===== config.mk =====
export PLATFORM = sky130hd
export DESIGN_NAME = imem_responder
export DESIGN_NICKNAME = d
export VERILOG_FILES = /design/src/rtl/imem_responder.sv
export SDC_FILE = /design/constraint.sdc
export NUM_CORES = 1
export LEC_CHECK = 0
export BUFFER_PORTS_ARGS = -buffer_cell sky130_fd_sc_hd__buf_2
export CAP_MARGIN = 20
export CORE_UTILIZATION = 40
export DETAILED_ROUTE_END_ITERATION = 10
export HOLD_SLACK_MARGIN = 0.03
export SLEW_MARGIN = 20
export SYNTH_ARGS = -nofsm -noshare
export SYNTH_HDL_FRONTEND = slang
export SYNTH_HIERARCHICAL = 1
export SYNTH_SLANG_ARGS = --single-unit

===== constraint.sdc =====
create_clock -name clk -period 5.23 [get_ports clk]
set_input_delay 0.523 -clock clk [delete_from_list [all_inputs] [get_ports clk]]
set_output_delay 0.523 -clock clk [all_outputs]
set_load 0.005 [all_outputs]

===== src/rtl/imem_responder.sv =====
// Small synchronous FIFO used to queue row requests.
// Latency: data written on a push is visible at the head the next cycle.
// Backpressure: full is raised at DEPTH entries; a push while full needs a pop in the same cycle.
module imem_fifo #(
    parameter int WIDTH = 8,
    parameter int DEPTH = 4
) (
    input  logic             clk,
    input  logic             reset,
    input  logic             push_vld,
    input  logic [WIDTH-1:0] push_dat,
    input  logic             pop_rdy,
    output logic [WIDTH-1:0] pop_dat,
    output logic             full,
    output logic             empty
);
    localparam int AW = $clog2(DEPTH);

    logic [WIDTH-1:0] mem [DEPTH];
    logic [AW-1:0]    wr_ptr;
    logic [AW-1:0]    rd_ptr;
    logic [AW:0]      count;
    logic             do_push;
    logic             do_pop;

    assign full    = (count == (AW+1)'(DEPTH));
    assign empty   = (count == '0);
    assign do_pop  = pop_rdy && !empty;
    assign do_push = push_vld && (!full || do_pop);
    assign pop_dat = mem[rd_ptr];

    always_ff @(posedge clk) begin
        if (do_push) mem[wr_ptr] <= push_dat;
    end

    always_ff @(posedge clk) begin
        if (reset) begin
            wr_ptr <= '0;
            rd_ptr <= '0;
            count  <= '0;
        end else begin
            if (do_push) wr_ptr <= wr_ptr + 1'b1;
            if (do_pop)  rd_ptr <= rd_ptr + 1'b1;
            case ({do_push, do_pop})
                2'b10:   count <= count + 1'b1;
                2'b01:   count <= count - 1'b1;
                default: count <= count;
            endcase
        end
    end
endmodule

// Input-feature-map memory: kicks one row to every PPE, serves row requests, then broadcasts timestep-done.
// Latency: first packet the cycle after start; a served request is presented one cycle after its FIFO pop.
// Backpressure: out_data holds while out_ready is low; in_ready drops when the request FIFO is full.
module imem_responder #(
    parameter int IFMAP_SIZE  = 25,
    parameter int NUM_ROWS    = 25,
    parameter int NUM_PE      = 5,
    parameter int PE_BASE_ID  = 0,
    parameter int ROWS_PER_PE = 5,
    parameter int IMEM_ID     = 10,
    parameter int REQ_DEPTH   = 4
) (
    input  logic                  clk,
    input  logic                  reset,
    input  logic                  start,
    input  logic [4:0]            base_row,
    input  logic                  wr_en,
    input  logic [4:0]            wr_addr,
    input  logic [IFMAP_SIZE-1:0] wr_data,
    input  logic                  in_valid,
    output logic                  in_ready,
    input  logic [IFMAP_SIZE+7:0] in_data,
    output logic                  out_valid,
    input  logic                  out_ready,
    output logic [IFMAP_SIZE+7:0] out_data,
    output logic                  busy,
    output logic                  done,
    output logic                  err
);
    localparam int CW = $clog2(ROWS_PER_PE + 1);
    localparam int KW = (NUM_PE > 1) ? $clog2(NUM_PE) : 1;
    localparam logic [3:0] OP_INPUT = 4'd1;
    localparam logic [3:0] OP_TIMESTEP_DONE = 4'd15;

    typedef struct packed {
        logic [3:0]            dest;
        logic [3:0]            opcode;
        logic [IFMAP_SIZE-1:0] dat;
    } pkt_t;

    typedef enum logic [2:0] {S_IDLE, S_KICK, S_SERVE, S_FLUSH, S_DONE} state_t;

    state_t                state;
    logic [IFMAP_SIZE-1:0] mem [NUM_ROWS];
    logic [4:0]            base_q;
    logic [CW-1:0]         cnt [NUM_PE];
    logic [KW-1:0]         pe_idx;
    logic [KW-1:0]         nxt_idx;
    pkt_t                  out_pkt;

    logic                  req_push_vld;
    logic                  req_pop_rdy;
    logic [7:0]            req_head_dat;
    logic                  req_full;
    logic                  req_empty;
    logic [3:0]            head_dest;
    logic [3:0]            head_id;
    logic [KW-1:0]         head_k;
    logic                  req_ok;
    logic                  all_done;
    logic                  wr_ok;
    logic                  wr_illegal;
    logic                  unused_in_bits;

    assign out_data       = out_pkt;
    assign busy           = (state != S_IDLE);
    assign in_ready       = (state != S_IDLE) && !req_full;
    assign req_push_vld   = in_valid && in_ready;
    assign req_pop_rdy    = (state == S_SERVE) && !out_valid && !req_empty;
    assign nxt_idx        = pe_idx + 1'b1;
    assign unused_in_bits = ^in_data[IFMAP_SIZE-1:0];

    assign wr_ok      = wr_en && !reset && (state == S_IDLE) && (int'(wr_addr) < NUM_ROWS);
    assign wr_illegal = wr_en && ((state != S_IDLE) || (int'(wr_addr) >= NUM_ROWS));

    // Only dest and requester ID matter, so the payload field is not queued.
    imem_fifo #(.WIDTH(8), .DEPTH(REQ_DEPTH)) u_req_fifo (
        .clk      (clk),
        .reset    (reset),
        .push_vld (req_push_vld),
        .push_dat (in_data[IFMAP_SIZE+7 -: 8]),
        .pop_rdy  (req_pop_rdy),
        .pop_dat  (req_head_dat),
        .full     (req_full),
        .empty    (req_empty)
    );

    assign head_dest = req_head_dat[7:4];
    assign head_id   = req_head_dat[3:0];
    assign head_k    = KW'(int'(head_id) - PE_BASE_ID);

    always_comb begin
        req_ok = (int'(head_dest) == IMEM_ID) && (int'(head_id) >= PE_BASE_ID)
              && (int'(head_id) < PE_BASE_ID + NUM_PE);
        if (req_ok && (int'(cnt[head_k]) >= ROWS_PER_PE)) req_ok = 1'b0;
    end

    always_comb begin
        all_done = 1'b1;
        for (int k = 0; k < NUM_PE; k++) begin
            if (int'(cnt[k]) != ROWS_PER_PE) all_done = 1'b0;
        end
    end

    // Rows past the end of memory read as zero rather than wrapping.
    function automatic logic [IFMAP_SIZE-1:0] row_data(input logic [4:0] base, input int k, input int j);
        int r;
        r = int'(base) + k + j;
        if (r < NUM_ROWS) return mem[r[4:0]];
        return '0;
    endfunction

    function automatic pkt_t mk_pkt(input int k, input logic [3:0] op, input logic [IFMAP_SIZE-1:0] d);
        pkt_t p;
        p.dest   = 4'(PE_BASE_ID + k);
        p.opcode = op;
        p.dat    = d;
        return p;
    endfunction

    always_ff @(posedge clk) begin
        if (wr_ok) mem[wr_addr] <= wr_data;
    end

    always_ff @(posedge clk) begin
        if (reset) begin
            state     <= S_IDLE;
            base_q    <= '0;
            pe_idx    <= '0;
            out_valid <= 1'b0;
            out_pkt   <= '0;
            done      <= 1'b0;
            err       <= 1'b0;
            for (int k = 0; k < NUM_PE; k++) cnt[k] <= '0;
        end else begin
            done <= 1'b0;
            err  <= wr_illegal;
            case (state)
                S_IDLE: begin
                    if (start) begin
                        state     <= S_KICK;
                        base_q    <= base_row;
                        pe_idx    <= '0;
                        for (int k = 0; k < NUM_PE; k++) cnt[k] <= '0;
                        cnt[0]    <= CW'(1);
                        out_valid <= 1'b1;
                        out_pkt   <= mk_pkt(0, OP_INPUT, row_data(base_row, 0, 0));
                    end
                end
                S_KICK: begin
                    if (out_valid && out_ready) begin
                        if (int'(pe_idx) == NUM_PE - 1) begin
                            out_valid <= 1'b0;
                            state     <= S_SERVE;
                        end else begin
                            pe_idx       <= nxt_idx;
                            cnt[nxt_idx] <= CW'(1);
                            out_pkt      <= mk_pkt(int'(nxt_idx), OP_INPUT,
                                                   row_data(base_q, int'(nxt_idx), 0));
                        end
                    end
                end
                S_SERVE: begin
                    if (out_valid && out_ready) out_valid <= 1'b0;
                    if (req_pop_rdy) begin
                        if (req_ok) begin
                            out_valid   <= 1'b1;
                            out_pkt     <= mk_pkt(int'(head_k), OP_INPUT,
                                                  row_data(base_q, int'(head_k), int'(cnt[head_k])));
                            cnt[head_k] <= cnt[head_k] + 1'b1;
                        end else begin
                            err <= 1'b1;
                        end
                    end else if (!out_valid && req_empty && all_done) begin
                        state     <= S_FLUSH;
                        pe_idx    <= '0;
                        out_valid <= 1'b1;
                        out_pkt   <= mk_pkt(0, OP_TIMESTEP_DONE, '0);
                    end
                end
                S_FLUSH: begin
                    if (out_valid && out_ready) begin
                        if (int'(pe_idx) == NUM_PE - 1) begin
                            out_valid <= 1'b0;
                            state     <= S_DONE;
                            done      <= 1'b1;
                        end else begin
                            pe_idx  <= nxt_idx;
                            out_pkt <= mk_pkt(int'(nxt_idx), OP_TIMESTEP_DONE, '0);
                        end
                    end
                end
                S_DONE:  state <= S_IDLE;
                default: state <= S_IDLE;
            endcase
        end
    end
endmodule


### Word-level counts from Yosys, hierarchy flattened

Memory sizes are Yosys's and may differ from the RTL's. A register that Yosys moved wholly into a read port is not among the register bits.
Index checks and enable logic that the tools add are counted.

| storage, ports and cells | value |
|---|---|
| input bits | 74 |
| bits in writable memories | 672 |
| word-level logic and storage cells | 198 |
| register bits | 54 |
| memories | 3 |

Memories:

| memory | words | bits a word | rd ports | clocked after memory_dff | wr ports | line | text |
|---|---|---|---|---|---|---|---|
| mem | 25 | 25 | 3 | 0 | 1 | 96 | `logic [IFMAP_SIZE-1:0] mem [NUM_ROWS];` |
| u_req_fifo.mem | 4 | 8 | 1 | 1 | 1 | 19 | `logic [WIDTH-1:0] mem [DEPTH];` |
| cnt | 5 | 3 | 6 | 0 | 5 | 98 | `logic [CW-1:0] cnt [NUM_PE];` |

| operators by class | value |
|---|---|
| muxes and demuxes | 96 |
| add/subtract/negate cells | 9 |
| order comparisons | 7 |
| reductions and logical operators | 36 |
| equal/unequal tests | 27 |
| bitwise logic cells | 8 |

Operators with widths:

| cell | count |
|---|---|
| 33-bit two-way mux | 8 |
| 25-bit two-way mux | 6 |
| 33-bit case mux with 4 select lines | 1 |
| 3-bit two-way mux | 22 |
| 1-bit two-way mux | 53 |
| 2-bit inequality test, second input constant | 9 |
| 3-bit inequality test, second input constant | 6 |
| 1-bit logical AND | 15 |
| 5-bit by 3-bit adder with 6-bit output | 2 |
| 3-bit case mux with 4 select lines | 1 |
| 5-bit < comparator, second input constant | 2 |
| 3-bit by 1-bit adder with 3-bit output, second input constant | 3 |
| 3-bit case mux with 3 select lines | 1 |
| 3-bit OR reduction | 3 |
| 8-bit AND reduction | 1 |
| 6-bit by 3-bit adder with 7-bit output | 1 |
| 7-bit by 5-bit < comparator with 1-bit output, second input constant | 1 |
| 7-bit AND reduction | 1 |
| 3-bit by 2-bit == test with 1-bit output, second input constant | 2 |
| 3-bit == test, second input constant | 2 |
| 3-bit logical NOT | 2 |
| 6-bit by 5-bit < comparator with 1-bit output, second input constant | 1 |
| 2-bit by 1-bit inequality test with 1-bit output, second input constant | 3 |
| 1-bit OR | 6 |
| 23 further kinds | 31 |

### Longest topological paths before layout

Gate-level depths: netlist of run 1.

| depth | value |
|---|---|
| depth after elaboration | 12 |
| mapped depth | 19 |
| mapped depth without buffers | 14 |

### Cells and area by module

The synthesis of run 1 kept the hierarchy.

By module, submodules not included:

| module | instances | area an instance (um^2) | sequential area each (um^2) | cells an instance |
|---|---|---|---|---|
| imem_responder | 1 | 37878.8 | 20369.5 | 2520 |
| imem_fifo | 1 | 1645.3 | 1141.1 | 96 |

### Worst setup path before layout of run 1

Ideal clock, no wire load.

| timing | value |
|---|---|
| path type | register to register |
| from | reg (tool-made name) |
| to | reg out_pkt (netlist bit out_data[9]) |
| cell stages (with the launch flop) | 20 |
| data required time | 5.096 ns |
| period minus slack after synthesis | 4.819 ns |
| arrival time | 4.684 ns |
| slack | 0.411 ns |
| path through | dfxtp_1 buf_2 mux4_2 buf_6 mux4_2 nand2_1 nand2_1 fa_1 ha_1 fa_1 buf_2 buf_2 buf_1 mux4_2 nand2_1 nand3_1 a21oi_1 nor3b_1 nor4_1 nor3_1 |

RTL lines:

| what | line | text |
|---|---|---|
| end signal: assignment | 199 | `out_pkt <= mk_pkt(0, OP_INPUT, row_data(base_row, 0, 0));` |
| end signal: assignment | 210 | `out_pkt <= mk_pkt(int'(nxt_idx), OP_INPUT,` |
| end signal: assignment | 220 | `out_pkt <= mk_pkt(int'(head_k), OP_INPUT,` |
| end: declaration | 101 | `pkt_t out_pkt;` |

==> results of run 1 <==
power by group:
group | total (uW) | internal [uW] | switching (uW)
combinational | 3510 | 1460 | 2060
sequential | 6530 | 6470 | 56.5
clock | 6150 | 3570 | 2580
total | 16200 | 11500 | 4690
routing by layer:
layer	global-route usage, %	vias to the layer above	wire (um)
met1	38.3	14400	53000
met3	6.64	488	16700
met5	0	-	30
met4	15.5	6	9020
met2	44.6	2079	65500
li1	-	11100	-
path summary, 6_finish.rpt:
check / end / cells after the start / start
max: out_data[1] / 15 / flop
min: u_req_fifo/mem[3][7] / 1 / in_data[32]
max reg2reg: out_data[1] / 15 / flop
min reg2reg: out_data[25] / 2 / out_data[25]
cell usage after synthesis (all sizes together), types with 42 or more instances:
cell type	count	share of area [%]
edfxtp	681	52
mux4	390	22
nand2	215	2.0
nor2	161	1.5
buf	145	2.1
mux2i	143	3.7
a21oi	83	1.1
nand3	73	0.92
o21ai	67	0.89
clkbuf	64	0.61
dfxtp	53	2.7
a211oi	45	0.87
nor3	42	0.56
worst max-delay path, stage by stage, from the launching register on:
cell                       delay, ns
sky130_fd_sc_hd__dfxtp_2        0.38
sky130_fd_sc_hd__mux4_2         0.60
sky130_fd_sc_hd__buf_4          0.21
sky130_fd_sc_hd__mux4_2         0.36
sky130_fd_sc_hd__mux2i_4        0.08
sky130_fd_sc_hd__fa_1           0.49
sky130_fd_sc_hd__inv_1          0.07
sky130_fd_sc_hd__ha_4           0.17
sky130_fd_sc_hd__fa_4           0.98
sky130_fd_sc_hd__mux2_2         0.38
sky130_fd_sc_hd__a221o_1        0.29
sky130_fd_sc_hd__a221o_1        0.40
sky130_fd_sc_hd__o211ai_1       0.12
sky130_fd_sc_hd__nand3_1        0.11
sky130_fd_sc_hd__a211oi_2       0.23
sky130_fd_sc_hd__nor3_2         0.08
logic make-up (layout without fill, tap and decap cells):
family / after synthesis / count (layout)
xor gates and xnor gates: 10 / 10
other: 1 / 7
buffers and inverters: 237 / 428
DFF: 734 / 734
and+or+nand+nor: 624 / 624
adders and majority gates: 21 / 21
muxes: 558 / 558
AOI/OAI and AO/OA: 431 / 431
flip-flops by register name (all words and copies together) (netlist names), named ones only:
signal,count
state,3
pe_idx,3
done,1
err,1
out_data,30
u_req_fifo/rd_ptr,2
u_req_fifo/wr_ptr,2
mem,625
u_req_fifo/mem,32
out_valid,1
base_q,5
u_req_fifo/count,3
cnt,24
repair_timing:
item	4_1_cts	5_1_grt
resized for setup	3	13
setup endpoints to repair	4	18
pin swaps	1	2
setup buffers	1	4
endpoints found under the hold margin	0	0
cloned	0	1
final cells by class:
class | instances | share of cell area, %
clock buffers | 93 | 4.79
multi-input cells | 1645 | 38.0
well taps | 1276 | 3.53
diodes | 6 | 0.0332
repair buffers | 244 | 4.27
flip-flops and latches | 734 | 47.6
clock inverters | 63 | 1.55
inverters | 28 | 0.232
stage by stage:
| step | util [%] | TNS [ns] | total power (uW) |
|---|---|---|---|
| after global placement | 43.4 | -0.0505 | 9990 |
| after CTS | 46.4 | 0 | 16100 |
| after floorplan | - | 0 | 8780 |
| after global routing | 46.5 | 0 | 16600 |
| final | 46.5 | 0 | 16200 |
| after detailed placement | 43.4 | -0.0484 | 10000 |
==> results_dict.tcl, run 1 <==
set metrics [dict create \
    detail_route.drc_violations 0 \
    final_cell_area_um2 45200 \
    worstMarginPinSlew_ns 1.20 \
    hold_ws_ns 0.0762 \
    power_leakage_uw 0.0147 \
    syn-mean-instance-area_um2 15.1 \
    gp_congestion 0.943 \
    hold_buffer_count_at_cts 0 \
    worstPathMaxFanout 7 \
    io-pin-count 112 \
    detailed_place.area_um2 42200 \
    run_status "completed" \
    cts_num_sinks 734 \
    ir_drop_uv 300 \
    ys_seq_area_share_pct 54.4 \
    setup_crit_end_kind "flop" \
    numCtsBuffers 83 \
    hold_path.class "in2reg" \
    drt-total-wl_mm 144 \
    detailed_place_hpwl_mm 92.0 \
    number_of_antenna_violations_at_the_first_check_in_global_routing 7 \
    cts_tree "done" \
    worst_clock_skew_ns 0.0301 \
    filler_cell_count 8401 \
    min_setup_slack_post_route_ns 0.162 \
    area_growth_syn_to_layout_pct 14.4 \
    async_flop_share_pct 0 \
    first_pass_grt_wire_length_mm 206 \
    worst_setup_hold_path_clk_slew_ns 0.06 \
    clockRootBuffer "sky130_fd_sc_hd__clkbuf_16" \
    maxCapViolCount 0 \
    ys_dominant_reg_cell "sky130_fd_sc_hd__edfxtp_1" \
    grt_max_degree 68 \
    drt-initial-drc-count 3895 \
    synth-compound-area-share_pct 7.53 \
    wl_per_cell_um 35.3 \
    r2r_setup_slack_ns 0.16 \
    fmaxAchievable_ghz 0.197 \
    register_area_um2 21500 \
    p_per_area_nw_per_um2 358 \
    cts_max_path_buffers 3 \
    total_nets_after_synthesis 2711 \
    share_of_layout_cells_above_drive_strength_1_pct 31.4 \
    post_synthesis_share_of_cell_area_spent_on_and_or_nand_and_nor_gates_pct 7.40 \
    floorplan_die_area_um2 100000 \
    pre_cts_ws_ns -0.0409 \
    stdcell_count 4089 \
    chipWidth_um 316 \
    synth_top_family_by_area "multiplexers" \
    ys_seq_elements 734 \
    final.min_clock_period_ns 5.07 \
    drt_pre_antenna_iters 6 \
    grt_remaining_overflow 0 \
    routed_via_density 6.86 \
    grt_pass1_vias 27800 \
    commonest_non_fill_non_tap_cells_in_the_layout "681 x sky130_fd_sc_hd__edfxtp_1, 390 x sky130_fd_sc_hd__mux4_2, 213 x sky130_fd_sc_hd__nand2_1" \
    post-place-cells 3921 \
    global_route.usage.total_pct 29.0 \
    synthXorXnorAreaFrac_pct 0.241 \
    number_of_flops_mapped_to_enable_cells_by_yosys 681 \
    critPathArrivalTime_ns 5.60 \
    multi_input_comb_area_um2 17200 \
    critPathKind "reg2reg" \
    timing.final.crit_share_pct 96.9 \
    setup.worst_path.start_class "flop" \
    critPathRequiredTime_ns 5.77 \
    grt_setup_unrepaired "false" \
    floorplan.initialDensity_pct 40.6 \
    syn-instance-count 2616 \
    setup_viol 0 \
    layout_commonest_cell "sky130_fd_sc_hd__edfxtp_1" \
    core.rowCount 114 \
    design.core.area_um2 97300 \
    die_height_um 316 \
    cts.htree.levels 3 \
    placement.io_buffers 85 \
    mappedNetlistArea_um2 39500 \
    worst_slew_margin_rel_pct 19.4 \
    postRouteAntennaNets 0 \
    nNetsFinal 2831 \
    slew_violations 0 \
    dr_total_vias 28000 \
    clk-insertion-delay-late_ns 0.69 \
    final-hold-violation-count 0 \
    synthMuxAreaShare_pct 26.6 \
    synthAdderAreaFrac_pct 0.779 \
    synthesis.yosys.warnings 6 \
    netlist-cell-type-count 91 \
]
(Power assumes the default switching activity.)
==> inputs of run 2 (changes only) <==
==> constraint.sdc (replaced) <==
create_clock -name clk -period 4.6 [get_ports clk]
set_input_delay 0.46 -clock clk [delete_from_list [all_inputs] [get_ports clk]]
set_output_delay 0.46 -clock clk [all_outputs]
set_load 0.005 [all_outputs]
==> results_dict.tcl, run 2 (synthesis results as in run 1) <==
set metrics [dict create \
    floorplan.initialDensity_pct 40.6 \
    io-pin-count 112 \
    global_route.usage.total_pct 30.0 \
    critPathCapture "out_data[7]" \
    reg2regPathDepth 18 \
    drt-initial-drc-count 4303 \
    multi_input_comb_area_um2 17500 \
    critPathRequiredTime_ns 5.12 \
    placement.io_buffers 85 \
    regMostFlops "mem" \
    final-hold-violation-count 0 \
    numCtsBuffers 84 \
    setup_viol 25 \
    worst_clock_skew_ns 0.0405 \
    routed_via_density 6.86 \
    critPathKind "reg2reg" \
    crit_path_start "u_req_fifo/mem[3][0]" \
    floorplan_die_area_um2 100000 \
    clockRootBuffer "sky130_fd_sc_hd__clkbuf_16" \
    core.rowCount 114 \
    final.min_clock_period_ns 4.83 \
    gp_congestion 0.933 \
    post-place-cells 4025 \
    internal_power_uw 13600 \
    min_setup_slack_post_route_ns -0.230 \
    timing.final.crit_share_pct 105 \
    cts_tree "done" \
    worst_slew_margin_rel_pct 11.2 \
    chipWidth_um 316 \
    failed_checks "setup timing" \
    area_growth_syn_to_layout_pct 18.9 \
    setup.worst_path.start_class "flop" \
    hold_path.class "in2reg" \
    cts.htree.levels 3 \
    largest_register_ffs 625 \
    postRouteAntennaNets 0 \
    design.core.area_um2 97300 \
    grt_setup_unrepaired "true" \
    dr_total_vias 28900 \
    critPathArrivalTime_ns 5.35 \
    power.switching_fraction_pct 28.7 \
    r2r_setup_slack_ns -0.23 \
    grt_max_degree 78 \
    power_frac_clock_pct 37.2 \
    power.total_uw 19100 \
    commonest_non_fill_non_tap_cells_in_the_layout "681 x sky130_fd_sc_hd__edfxtp_1, 390 x sky130_fd_sc_hd__mux4_2, 212 x sky130_fd_sc_hd__buf_4" \
    net-switching-power_uw 5480 \
    filler_cell_count 8253 \
    r2r-start "u_req_fifo/mem[3][0]" \
    critical_path.reg2reg.endpoint "out_data[7]" \
    power_leakage_uw 0.0156 \
    layout_commonest_cell "sky130_fd_sc_hd__edfxtp_1" \
    number_of_antenna_violations_at_the_first_check_in_global_routing 10 \
    stdcell_count 4214 \
    maxCapViolCount 0 \
    nNetsFinal 2957 \
    cts_max_path_buffers 3 \
    path_cells "mux4_2, buf_6, mux4_2, mux2i_4, fa_1, inv_2, ha_4, fa_4, buf_12, buf_12, buf_12, mux4_2, mux2i_1, nor2_1, a21oi_1, o22ai_1, a311oi_1, a211oi_1" \
    worstMarginPinSlew_ns 1.33 \
    worst_setup_hold_path_clk_slew_ns 0.06 \
    share_of_layout_cells_above_drive_strength_1_pct 35.9 \
    die_height_um 316 \
    detail_route.drc_violations 0 \
    detailed_place_hpwl_mm 95.4 \
    run_status "finished with violations" \
    critical-path-max-stage-delay_ns 0.69 \
    worstPathMaxFanout 7 \
    ir_drop_uv 325 \
    slew_violations 0 \
    clk-insertion-delay-late_ns 0.68 \
    drt_pre_antenna_iters 8 \
    register_area_um2 21500 \
    wl_per_cell_um 35.8 \
    fmaxAchievable_ghz 0.207 \
    grt_pass1_vias 28700 \
    setup_crit_end_kind "flop" \
    p_per_area_nw_per_um2 407 \
    comb_power_share_pct 24.0 \
    drt-total-wl_mm 151 \
    grt_remaining_overflow 0 \
    first_pass_grt_wire_length_mm 212 \
    share_seq_of_total_power_pct 38.9 \
    cts_num_sinks 734 \
    critical_path.slowest_cell "sky130_fd_sc_hd__fa_4" \
    final_core_utilization_pct 48.3 \
]
[run 2: final cells by class]
cell class	count	area share [%]
inverter	28	0.224
timing repair buffer	369	7.08
sequential	734	45.8
clock inverter	49	1.39
multi-input combinational	1645	37.3
clock buffer	107	4.79
tap	1276	3.40
antenna	6	0.0320
[run 2: how the worst min path moves through the flow]
stage                                     from      endpoint  slack, ns  cells after the start
after detailed placement          out_data[25]  out_data[25]       0.47                      2
after global routing                 out_ready      state[0]       0.15                      4
after CTS                                wr_en           err       0.12                      3
final                                    wr_en           err       0.14                      3
after floorplan           u_req_fifo/rd_ptr[1]          flop       0.46                      2
after global placement            out_data[25]  out_data[25]       0.47                      2
[run 2: per-layer routing]
layer / track usage (%) / routed length (um) / part of all wire, % / up-vias
met5: 0 / 56 / 0.037 / -
met4: 16.6 / 9470 / 6.3 / 8
met3: 8.23 / 18400 / 12 / 539
met2: 46.5 / 69000 / 46 / 2223
met1: 38.3 / 54000 / 36 / 14800
li1: - / - / - / 11300
[run 2: critical path, delay by kind of cell, from the launching register on]
| family | cells | cell delay [ns] |
|---|---|---|
| mux | 5 | 1.66 |
| fa+ha+maj | 3 | 1.29 |
| buf+inv | 5 | 0.70 |
| compound gates | 4 | 0.60 |
| flops | 1 | 0.38 |
| simple gates | 1 | 0.06 |
[run 2: through the flow]
stage               setup TNS, ns  instance area [um2]  hold WS, ns  setup slack (ns)
floorplan              -0.0000195                39500        0.459        -0.0000195
global placement            -7.37                43200        0.474            -0.408
detailed placement          -8.68                43200        0.471            -0.475
CTS                         -2.06                46600        0.119            -0.200
global route                -6.79                47000        0.151            -0.400
finish                      -2.65                47000        0.140            -0.230
[run 2: power by group through the flow]
stage / clock network (uW) / registers, uW / logic, uW
after floorplan: 0 / 7530 / 2450
after global placement: 0 / 7560 / 4090
after detailed placement: 0 / 7560 / 4120
after CTS: 7140 / 7420 / 4330
after global routing: 7370 / 7430 / 4730
final: 7100 / 7420 / 4580
[run 2: timing repair]
action | in CTS | in global routing
gates resized for setup | 62 | 61
pin swaps | 29 | 36
cloned | 3 | 2
hold buffers | 8 | 0
endpoints found under the setup margin | 25 | 25
setup buffers | 11 | 4
endpoints found under the hold margin | 29 | 0
